`src/rtl/line_buf_ctrl.sv`:
```
// line_buf_ctrl: write/read sequencer for the three line RAMs behind the 3x3
// window of the edge-detection pipeline. It tracks column and line position,
// writes each incoming line into a rotating bank, and produces row selects
// that line up with the 1-cycle read latency of the RAMs.
module line_buf_ctrl #(
    parameter int H_ACTIVE = 640,
    parameter int V_ACTIVE = 480,
    parameter int AW       = 10,
    parameter int LW       = 10
) (
    input  logic          clk,
    input  logic          aclr,
    input  logic          sof,
    input  logic          pix_valid,
    output logic          wr_en_a,
    output logic          wr_en_b,
    output logic          wr_en_c,
    output logic [AW-1:0] ram_addr,
    output logic [1:0]    sel_row1,
    output logic [1:0]    sel_row2,
    output logic [1:0]    sel_row3,
    output logic          row_end,
    output logic          win_valid,
    output logic [LW-1:0] line_cnt,
    output logic          frame_done
);

    // Bank codes double as the row-mux select encoding (0 = idle).
    localparam logic [1:0] SEL_IDLE = 2'd0;
    localparam logic [1:0] BANK_A   = 2'd1;
    localparam logic [1:0] BANK_B   = 2'd2;
    localparam logic [1:0] BANK_C   = 2'd3;

    localparam logic [AW-1:0] COL_LAST  = AW'(H_ACTIVE - 1);
    localparam logic [LW-1:0] LINE_LAST = LW'(V_ACTIVE - 1);

    logic [AW-1:0] col;
    logic [1:0]    wr_bank;
    logic [1:0]    lines_stored;

    // State as seen by this cycle's pixel: sof restarts the frame first.
    logic [AW-1:0] col_eff;
    logic [1:0]    bank_eff;
    logic [1:0]    stored_eff;
    logic [LW-1:0] line_eff;
    logic          line_end;
    logic          frame_end;
    logic [1:0]    sel1_next;
    logic [1:0]    sel2_next;
    logic [1:0]    sel3_next;

    // Rotation order A -> B -> C -> A.
    function automatic logic [1:0] next_bank(input logic [1:0] b);
        case (b)
            BANK_A:  next_bank = BANK_B;
            BANK_B:  next_bank = BANK_C;
            default: next_bank = BANK_A;
        endcase
    endfunction

    // Effective position, line/frame end detection and window selects.
    always_comb begin
        col_eff    = sof ? '0 : col;
        bank_eff   = sof ? BANK_A : wr_bank;
        stored_eff = sof ? 2'd0 : lines_stored;
        line_eff   = sof ? '0 : line_cnt;

        line_end  = pix_valid && (col_eff == COL_LAST);
        frame_end = line_end && (line_eff == LINE_LAST);

        // Read-before-write: the bank being written still holds line n-3.
        sel1_next = (stored_eff == 2'd3) ? bank_eff : SEL_IDLE;
        sel2_next = (stored_eff >= 2'd2) ? next_bank(bank_eff) : SEL_IDLE;
        sel3_next = (stored_eff >= 2'd1) ? next_bank(next_bank(bank_eff)) : SEL_IDLE;
    end

    // RAM write strobes and shared column address.
    // NOTE: the strobes are combinational from registered state, so they are
    // also gated by aclr to stay low for the whole reset, not just after it.
    assign wr_en_a  = aclr && pix_valid && (bank_eff == BANK_A);
    assign wr_en_b  = aclr && pix_valid && (bank_eff == BANK_B);
    assign wr_en_c  = aclr && pix_valid && (bank_eff == BANK_C);
    assign ram_addr = col_eff;

    // Position counters, bank rotation and the read-aligned output registers.
    always_ff @(posedge clk or negedge aclr) begin
        if (!aclr) begin
            col          <= '0;
            wr_bank      <= BANK_A;
            lines_stored <= 2'd0;
            line_cnt     <= '0;
            sel_row1     <= SEL_IDLE;
            sel_row2     <= SEL_IDLE;
            sel_row3     <= SEL_IDLE;
            row_end      <= 1'b0;
            win_valid    <= 1'b0;
            frame_done   <= 1'b0;
        end else begin
            row_end    <= line_end;
            win_valid  <= pix_valid && (stored_eff == 2'd3);
            frame_done <= frame_end;

            // NOTE: defaults first, pixel updates below override them; with
            // non-blocking assignments the last one in program order wins.
            col          <= col_eff;
            wr_bank      <= bank_eff;
            lines_stored <= stored_eff;
            line_cnt     <= line_eff;

            if (pix_valid) begin
                sel_row1 <= sel1_next;
                sel_row2 <= sel2_next;
                sel_row3 <= sel3_next;
                if (line_end) begin
                    col          <= '0;
                    wr_bank      <= next_bank(bank_eff);
                    lines_stored <= (stored_eff == 2'd3) ? 2'd3 : stored_eff + 2'd1;
                    line_cnt     <= frame_end ? '0 : line_eff + 1'b1;
                end else begin
                    col <= col_eff + 1'b1;
                end
            end
        end
    end

endmodule

```
`config.mk`:
```
export PLATFORM = sky130hd
export DESIGN_NAME = line_buf_ctrl
export DESIGN_NICKNAME = d
export VERILOG_FILES = /design/src/rtl/line_buf_ctrl.sv
export SDC_FILE = /design/constraint.sdc
export NUM_CORES = 1
export LEC_CHECK = 0
export BUFFER_PORTS_ARGS = -buffer_cell sky130_fd_sc_hd__buf_2
export CORE_ASPECT_RATIO = 1.4
export CORE_MARGIN = 2
export CORE_UTILIZATION = 35
export CTS_CLUSTER_SIZE = 20
export DETAILED_ROUTE_END_ITERATION = 6
export SYNTH_ARGS = -nofsm -noshare
export SYNTH_HDL_FRONTEND = slang
export SYNTH_SLANG_ARGS = --single-unit
export TNS_END_PERCENT = 20
```
`constraint.sdc`:
```
create_clock -name clk -period 5.45 [get_ports clk]
set_clock_uncertainty 0.1 [all_clocks]
set_input_delay 0.2725 -clock clk [delete_from_list [all_inputs] [get_ports clk]]
set_output_delay 0.2725 -clock clk [all_outputs]
set_load 0.05 [all_outputs]
```
==> results.json <==
{
  "synthFlopType": "dfrtp_1",
  "routed-via-count": 1455,
  "ir_drop_uv": 167,
  "cts.sinks": 33,
  "synth_top_area_share_pct": 44.6,
  "worstPathRequired_ps": 5560,
  "critPathMostFrequentCell": "inv_1",
  "design.core.area_sq_um": 4880,
  "synth_edf_count": 0,
  "die_w_um": 64.6,
  "die_h_um": 88.8,
  "track_usage_pct": 15.0,
  "drtIter0Drc": 33,
  "cts_root_buf": "clkbuf_8",
  "antenna_found_initial": 0,
  "initial_core_util_pct": 36.8,
  "slowest_delay_ps": 520,
  "cp_max_fo": 32,
  "p_leak_nw": 1.04,
  "routabilityCongestion": 0.802,
  "numCtsBuffers": 5,
  "yosys_warnings": 0,
  "hold_viol": 0,
  "grt_pass1_wl_um": 6620,
  "crit_arrival_ps": 2550,
  "synth_area_leaders": "dfrtp_1, ha_1, nor2b_1, nand2_1, xnor2_1",
  "dieArea_sq_um": 5730,
  "seqCellArea_sq_um": 827,
  "rsz0062_at_grt": "false",
  "multi_input_area_sq_um": 886,
  "critPathBufInv": 3,
  "max_freq_mhz": 409,
  "grt_overflow": 0,
  "fin_nets": 235,
  "maxSlewViolCount": 0,
  "crit_type": "input pin to flip-flop",
  "yosysSeqAreaShare_pct": 46.0,
  "syn_area_sq_um": 1800,
  "portBuffers": 35,
  "viasPerCell": 5.03,
  "slew_headroom_pct": 62.6,
  "total_power_uw": 465,
  "synthesis.nets": 199,
  "synthCells": 188,
  "yosysUniqueCellTypes": 38,
  "dp_hpwl_um": 2780,
  "final-setup-viol-count": 0,
  "detail_route.first_pass.iterations": 4,
  "tns_ps": 0,
  "cp-start-kind": "input pin",
  "pin_count": 36,
  "drive_gt1_share_pct": 21.8,
  "placed_area_sq_um": 2020,
  "hold_path.class": "input pin to flip-flop",
  "nFillCells": 519,
  "row_count": 30,
  "grt_pass1_vias": 1453,
  "htreeDepth": 2,
  "synthArstFlopShare_pct": 100,
  "fin_crit_ps": 2450,
  "yosys.area.top_type": "dfrtp_1",
  "status": "finished, final reports clean",
  "timing.final.crit_share_pct": 44.9,
  "cts_tree": "built",
  "cts.clk_slew.worst_paths_ps": 70,
  "postLayoutCellArea_sq_um": 2120,
  "crit_path_top_delay_cell": "or4_1",
  "end_kind": "flip-flop",
  "tightestPinTransition_ps": 562,
  "drc": 0,
  "postCtsSetupRepairBufs": 0,
  "detail_route.wl_per_cell_um": 13.6,
  "clk_path_buf_depth": 2,
  "path_cells": "buf_2 > inv_1 > nand2_1 > inv_1 > ha_1 > and4b_1 > nand4_4 > or4_1 > a21oi_1",
  "area_growth_pct": 18.0,
  "grt_max_degree": 37,
  "ys_seq_elements": 33,
  "cp_top_family": "simple AND/OR/NAND/NOR gates",
  "antenna_left": 0,
  "n_antenna_cell": 0,
  "p_per_area_nw_per_um2": 219,
  "drv_cap": 0,
  "drt_wl_total_um": 3930,
  "synth_area_per_cell_sq_um": 9.56,
  "insertion_delay_ps": 290
}
routing by layer:
layer  up-vias  track usage [%]  share of wire [%]
met5         -                0                  0
li1        722                -                  -
met2        34             25.9                 48
met4         0             6.38                1.8
met3         6             3.18                4.5
met1       693             18.1                 45
worst reg2reg max path: cells and delay by family (launching register included):
kind,cells,cell delay [ps]
AO/OA/AOI/OAI,1,150
adder cells (fa/ha/maj),1,200
buffers and inverters,1,100
flip-flops,1,380
AND/OR/NAND/NOR,4,1260
synthesized netlist by cell type (all sizes together) (6+ instances only):
library cell  instances
ha                    7
buf                   7
a21oi                 9
inv                  12
nand4                 6
xnor2                 7
nor2b                14
nor2                 11
and3                  8
dfrtp                32
nand2                20
o21ai                12
worst paths after layout:
| kind | start | end | slack [ps] | depth (start not counted) |
|---|---|---|---|---|
| min in group asynchronous | aclr | line_cnt[7] | 440 | 3 |
| setup reg to reg | col[0] | line_cnt[8] | 3190 | 7 |
| hold / removal | pix_valid | win_valid | 280 | 3 |
| hold reg to reg | sel_row2[0] | sel_row2[0] | 410 | 1 |
| setup / recovery | sof | line_cnt[8] | 3000 | 9 |
| max in group asynchronous | aclr | wr_bank[0] | 4460 | 3 |
metrics by stage:
| step | hold WS, ps | instances | util, % | setup WS [ps] |
|---|---|---|---|---|
| 5_1_grt | 339 | 289 | 43.5 | 2770 |
| 3_5_place_dp | 240 | 280 | 41.4 | 2770 |
| 4_1_cts | 287 | 289 | 43.5 | 3020 |
| 3_3_place_gp | 237 | 280 | 41.4 | 2860 |
| 2_1_floorplan | -123 | 188 | - | 3010 |
| 6_report | 284 | 289 | 43.5 | 3000 |
registers in the layout, indices dropped and copies added (netlist names):
signal,flops
line_cnt,10
row_end,1
win_valid,1
wr_bank,2
frame_done,1
sel_row2,2
lines_stored,2
sel_row3,2
col,10
sel_row1,2
power by group:
part | switching (mW) | total, mW | internal (mW) | leakage [nW]
Clock | 0.0885 | 0.191 | 0.103 | 0.0455
Sequential | 0.00155 | 0.248 | 0.247 | 0.455
Combinational | 0.0197 | 0.0255 | 0.00582 | 0.544
cells in the final DEF, fill, tap and decap left out, types with 2 or more instances in the layout:
master,count
a21oi_1,9
and2_1,2
and3_1,8
and4b_1,2
buf_2,35
clkbuf_1,2
clkbuf_8,6
dfrtp_1,32
ha_1,7
inv_1,12
mux2_2,2
nand2_1,20
nand2b_1,2
nand3_1,5
nand3b_1,2
nand4_1,5
nand4b_1,3
nor2_1,11
nor2b_1,14
nor3_1,3
o21ai_0,12
o22ai_1,2
o31ai_1,2
or3_1,5
xnor2_1,7
xor2_1,2
area by class of cell:
class	count	share of cell area, %
Tap cell	64	3.78
Timing Repair Buffer	37	9.09
Sequential cell	33	39.0
Clock buffer	8	4.25
Multi-Input combinational cell	135	41.8
Inverter	12	2.12
what timing repair did:
| item | CTS | global route |
|---|---|---|
| gates resized for setup | 0 | 0 |
| hold endpoints to repair | 32 | 0 |
| hold buffers | 1 | 0 |
kinds of logic (layout without fill, tap and decap cells):
family | after synthesis | count (layout) | synth area share [%]
adders and majority gates | 7 | 7 | 4.87
AOI/OAI and AO/OA | 28 | 28 | 8.98
DFF | 33 | 33 | 46.0
buffers and inverters | 20 | 57 | 4.67
xor gates and xnor gates | 9 | 9 | 4.39
muxes | 3 | 3 | 1.81
and+or+nand+nor | 88 | 88 | 29.2
Note: power is estimated with default switching activity, not from simulation.
